### config.mk
export PLATFORM = sky130hd
export DESIGN_NAME = voice_scheduler
export DESIGN_NICKNAME = d
export VERILOG_FILES = /design/src/rtl/nco_pkg.sv /design/src/rtl/nco_interp.sv /design/src/rtl/voice_scheduler.sv
export SDC_FILE = /design/constraint.sdc
export NUM_CORES = 2
export LEC_CHECK = 0
export CORE_ASPECT_RATIO = 0.8
export CORE_MARGIN = 3
export CORE_UTILIZATION = 41
export CTS_BUF_LIST = sky130_fd_sc_hd__clkbuf_16
export DETAILED_ROUTE_END_ITERATION = 16
export GPL_TIMING_DRIVEN = 1
export PLACE_DENSITY = 0.67
export SKIP_CTS_REPAIR_TIMING = 1
export SYNTH_ARGS = -nofsm -noshare
export SYNTH_HDL_FRONTEND = slang
export SYNTH_HIERARCHICAL = 1
export SYNTH_SLANG_ARGS = --single-unit
### constraint.sdc
create_clock -name master_clk -period 7.1 [get_ports master_clk]
set_clock_uncertainty 0.15 [all_clocks]
set_input_delay 0.71 -clock master_clk [delete_from_list [all_inputs] [get_ports master_clk]]
set_output_delay 0.71 -clock master_clk [all_outputs]
set_load 0.1 [all_outputs]
### src/rtl/nco_pkg.sv
// Shared widths and FSM encoding for the time-multiplexed NCO voice scheduler.
package nco_pkg;
    localparam int ROM_ADDR_W = 5;
    localparam int PHASE_W    = 32;
    localparam int SAMPLE_W   = 16;
    localparam int ACC_W      = 20;
    localparam int MIX_SHIFT  = 3;
    localparam int FRAC_W     = 16;
    localparam int FRAC_LSB   = PHASE_W - ROM_ADDR_W - FRAC_W;

    localparam logic signed [ACC_W-1:0] SAT_HI = 20'sd32767;
    localparam logic signed [ACC_W-1:0] SAT_LO = -20'sd32768;

    typedef enum logic [2:0] {
        IDLE, ADVANCE, FETCH, WAIT_ROM, INTERP, ACCUM, OUTPUT
    } state_t;
endpackage

### src/rtl/nco_interp.sv
// Combinational slope interpolation offset and final mix scale/saturate.
module nco_interp
    import nco_pkg::*;
(
    input  logic signed [SAMPLE_W-1:0] slope,
    input  logic        [FRAC_W-1:0]   frac,
    input  logic signed [ACC_W-1:0]    acc,
    output logic signed [SAMPLE_W-1:0] offset,
    output logic signed [SAMPLE_W-1:0] mix
);
    logic signed [32:0]      prod;
    logic signed [ACC_W-1:0] scaled;

    always_comb begin
        prod   = slope * $signed({1'b0, frac});
        // (slope * frac) >>> 16 always fits 16 bits, so bits [31:16] are the result
        offset = prod[31:16];
        scaled = acc >>> MIX_SHIFT;
        if (scaled > SAT_HI)
            mix = 16'sh7fff;
        else if (scaled < SAT_LO)
            mix = -16'sh8000;
        else
            mix = scaled[SAMPLE_W-1:0];
    end
endmodule

### src/rtl/voice_scheduler.sv
// Sweeps all voices once per sample strobe: advance phase, read shared ROM,
// interpolate, accumulate, then publish one saturated mixed sample.
module voice_scheduler
    import nco_pkg::*;
#(
    parameter  int NUM_VOICES = 8,
    localparam int VIDX_W     = $clog2(NUM_VOICES)
) (
    input  logic                       master_clk,
    input  logic                       rst,
    input  logic                       sample_clk_en,
    input  logic                       cfg_valid,
    output logic                       cfg_ready,
    input  logic [VIDX_W-1:0]          cfg_voice,
    input  logic [PHASE_W-1:0]         cfg_increment,
    input  logic                       cfg_gate,
    output logic [ROM_ADDR_W-1:0]      rom_addr,
    input  logic signed [SAMPLE_W-1:0] rom_sample,
    input  logic signed [SAMPLE_W-1:0] rom_slope,
    output logic signed [SAMPLE_W-1:0] mix_output,
    output logic                       mix_valid,
    output logic                       overrun
);
    state_t                                state;
    logic [NUM_VOICES-1:0][PHASE_W-1:0]    phase;
    logic [NUM_VOICES-1:0][PHASE_W-1:0]    inc;
    logic [NUM_VOICES-1:0]                 gate;
    logic [VIDX_W-1:0]                     vidx;
    logic signed [ACC_W-1:0]               acc;
    logic signed [SAMPLE_W-1:0]            samp_q, off_q, offset, mix_sat;
    logic                                  last_voice;

    assign last_voice = (vidx == VIDX_W'(NUM_VOICES - 1));
    assign cfg_ready  = (state == IDLE);
    assign rom_addr   = (state == FETCH || state == WAIT_ROM)
                        ? phase[vidx][PHASE_W-1 -: ROM_ADDR_W] : '0;

    nco_interp u_interp (
        .slope  (rom_slope),
        .frac   (phase[vidx][FRAC_LSB +: FRAC_W]),
        .acc    (acc),
        .offset (offset),
        .mix    (mix_sat)
    );

    always_ff @(posedge master_clk or negedge rst) begin
        if (!rst) begin
            state      <= IDLE;
            phase      <= '0;
            inc        <= '0;
            gate       <= '0;
            vidx       <= '0;
            acc        <= '0;
            samp_q     <= '0;
            off_q      <= '0;
            mix_output <= '0;
            mix_valid  <= 1'b0;
            overrun    <= 1'b0;
        end else begin
            mix_valid <= 1'b0;
            if (sample_clk_en && state != IDLE)
                overrun <= 1'b1;
            case (state)
                IDLE: begin
                    // config lands at this edge, so a same-cycle strobe sweeps the new values
                    if (cfg_valid) begin
                        inc[cfg_voice]  <= cfg_increment;
                        gate[cfg_voice] <= cfg_gate;
                        if (!cfg_gate || !gate[cfg_voice])
                            phase[cfg_voice] <= '0;
                    end
                    if (sample_clk_en) begin
                        acc   <= '0;
                        vidx  <= '0;
                        state <= ADVANCE;
                    end
                end
                ADVANCE: begin
                    if (gate[vidx]) begin
                        phase[vidx] <= phase[vidx] + inc[vidx];
                        state       <= FETCH;
                    end else if (last_voice) begin
                        state <= OUTPUT;
                    end else begin
                        vidx <= vidx + 1'b1;
                    end
                end
                FETCH:    state <= WAIT_ROM;
                WAIT_ROM: state <= INTERP;
                INTERP: begin
                    samp_q <= rom_sample;
                    off_q  <= offset;
                    state  <= ACCUM;
                end
                ACCUM: begin
                    acc <= acc
                         + {{(ACC_W-SAMPLE_W){samp_q[SAMPLE_W-1]}}, samp_q}
                         + {{(ACC_W-SAMPLE_W){off_q[SAMPLE_W-1]}}, off_q};
                    if (last_voice) begin
                        state <= OUTPUT;
                    end else begin
                        vidx  <= vidx + 1'b1;
                        state <= ADVANCE;
                    end
                end
                OUTPUT: begin
                    mix_output <= mix_sat;
                    mix_valid  <= 1'b1;
                    state      <= IDLE;
                end
                default: state <= IDLE;
            endcase
        end
    end
endmodule

==> results.toml <==
[placement]
dp_cells = 4535
gp_congestion = 0.879
dp_hpwl_um = 68200
io_buffers = 95

[timing]
post-route-period-util = 0.999
rsz0062_at_grt = "yes"
tightestPinTransition_ns = 1.31
final_max_slew_viol_count = 0
setup_viol = 0
whs_ns = 0.327
finalSetupTns_ns = 0
relSlewSlack = 0.120
post-route-min-period_ns = 7.09
hold_violations = 0
max_freq_mhz = 141

[worst_hold_path]
hold_path_class = "reg2reg"

[route]
drt_iter0_drc = 2697
drt_first_pass_iters = 8
routed_via_density = 5.79
wirelength_um = 105000
via_count = 27200
ant_nets = 0
route.detailed.drc = 0
post_drt_wl_per_cell_um = 22.3

[cells_and_area]
drive_gt1_frac = 0.227
layout_common_cells = "dfrtp_1 (593), nand2_1 (294), mux2_2 (293)"
syn_to_final_growth_pct = 18.1
fin_nets = 3917
final_cell_count_no_fill = 4694
layout_commonest_cell = "dfrtp_1"
n_fill_cell = 7801

[clocking]
clkSinkCount = 596
clock-root-buffer = "clkbuf_16"
cts_tree = "yes"
numCtsBuffers = 67
clockBufferDepth = 3
worstSkewPairLatency_ns = 0.61
cts_htree_levels = 3
clk_pin_slew_ns = 0.07

[synth]
ys_ff_latch = 596
synth_cell_types = 92
yosysSeqAreaShare = 0.411
synth_top_cell_by_area = "dfrtp_1"
syn_nets = 3702
synth_top_area_frac = 0.411
ys.flop_type = "dfrtp_1"
synth.area.top_cells = "dfrtp_1 (41%), fa_1 (12%), mux2_2 (9.2%)"
avgSynthCellArea_um2 = 11.2
syn-cell-area_mm2 = 0.0363
syn-instance-count = 3251
synthArstFlopShare = 1.00
yosysWarningCount = 6
synth-edff-count = 0

[global_route]
antenna_found_initial = 6
grt_pass1_wl_um = 163000
globalRouteOverflowTotal = 0
track_usage = 0.224
grt_pass1_vias = 27200
grt_max_degree = 166

[setup_path]
path_class = "reg2reg"
cp-end-kind = "flop"
worstReg2RegEnd = "off_q[13]$_DFFE_PN0P_"
cp-endpoint = "off_q[13]$_DFFE_PN0P_"
cp_max_fo = 9
critPathArrivalTime_ns = 7.49
cp.required_ns = 7.50
r2r-start = "vidx[2]$_DFFE_PN0P_"
r2r_slack_ns = 0.006
r2r.worst_path.cells = 26
crit_start = "vidx[2]$_DFFE_PN0P_"
crit_path_start_kind = "flop"

[floorplanning]
dieArea_mm2 = 0.0922
die_h_um = 272
dieWidth_um = 339
initial_utilization = 0.419
io_pins = 96
rows = 96
core-area_mm2 = 0.0867

[status]
status = "finished, final reports clean"

[run]
drv_cap = 0
cell usage after synthesis, drive strengths merged (19+ instances only):
master and instances:
ha 165, xnor2 45, nand4 70, nor2 64, clkbuf 125, o21ai 105
a22o 221, buf 62, nand3 25, nand2 304, a21oi 77, a21o 38
and2 133, fa 214, dfrtp 596, a22oi 247, inv 256, nand2b 19
mux2 298
metal layers:
metal / part of all wire / vias to the layer above / wire length (um) / GRT usage
met3: 0.084 / 160 / 8860 / 0.0395
met2: 0.44 / 1128 / 46100 / 0.338
met4: 0.023 / 0 / 2400 / 0.0607
met1: 0.45 / 13900 / 47600 / 0.331
li1: - / 12000 / - / -
met5: 0 / - / 0 / 0
state kept, by name, summed over array words and instances (netlist names):
name	cells
inc	256
phase	256
acc	20
mix_output	16
off_q	16
samp_q	16
gate	8
state	3
vidx	3
mix_valid	1
overrun	1
metrics by stage:
step / cell area (um^2) / worst slack, ns / utilization
after floorplan: 36400 / -0.00354 / -
after global routing: 42900 / -0.233 / 0.495
after global placement: 39700 / -0.282 / 0.458
after detailed placement: 39700 / -0.450 / 0.458
after CTS: 41800 / -0.485 / 0.482
final: 42900 / 0.00571 / 0.495
cell type report:
type,instances,area [um^2],share of cell area
inverter,257,965,0.0225
timing repair buffer,334,3100,0.0721
clock inverter,46,282,0.00656
clock buffer,70,1750,0.0408
antenna,5,12.5,0.000292
sequential,596,14900,0.348
tap,1176,1470,0.0343
multi-input combinational,2210,20400,0.476
worst max-delay path: stages, from the launching register on:
cell      delay, ns
dfrtp_2        0.45
buf_6          0.15
nor3b_4        0.17
buf_4          0.13
a221oi_2       0.28
nand3_2        0.23
buf_6          0.21
and2_1         0.15
fa_1           0.54
inv_2          0.04
fa_1           0.51
fa_1           0.42
fa_1           0.49
inv_1          0.05
fa_1           0.53
inv_1          0.06
fa_1           0.53
inv_1          0.07
ha_4           0.27
buf_4          0.11
nand2_1        0.06
o21bai_1       0.16
a211o_1        0.29
a211o_1        0.30
a2111o_1       0.39
o311ai_2       0.08
mux2_4         0.18
logic make-up after synthesis:
kind of cell	synth area share
fa+ha+maj	0.175
flops	0.411
xor+xnor	0.0158
compound gates	0.162
buf+inv	0.0487
mux	0.0961
simple gates	0.0922
how the worst min path moves through the flow:
stage / depth (start not counted) / endpoint / startpoint
6_report: 2 / phase[233]$_DFFE_PN0P_ / phase[233]$_DFFE_PN0P_
5_1_grt: 2 / phase[233]$_DFFE_PN0P_ / phase[233]$_DFFE_PN0P_
4_1_cts: 1 / inc[227]$_DFFE_PN0P_ / rst
3_5_place_dp: 2 / phase[233]$_DFFE_PN0P_ / phase[233]$_DFFE_PN0P_
3_3_place_gp: 2 / phase[233]$_DFFE_PN0P_ / phase[233]$_DFFE_PN0P_
2_1_floorplan: 0 / acc[0]$_DFFE_PN0P_ / rst
Power is not shown: default switching activity piles up to over one toggle a cycle in this logic, so the estimate is an artifact.
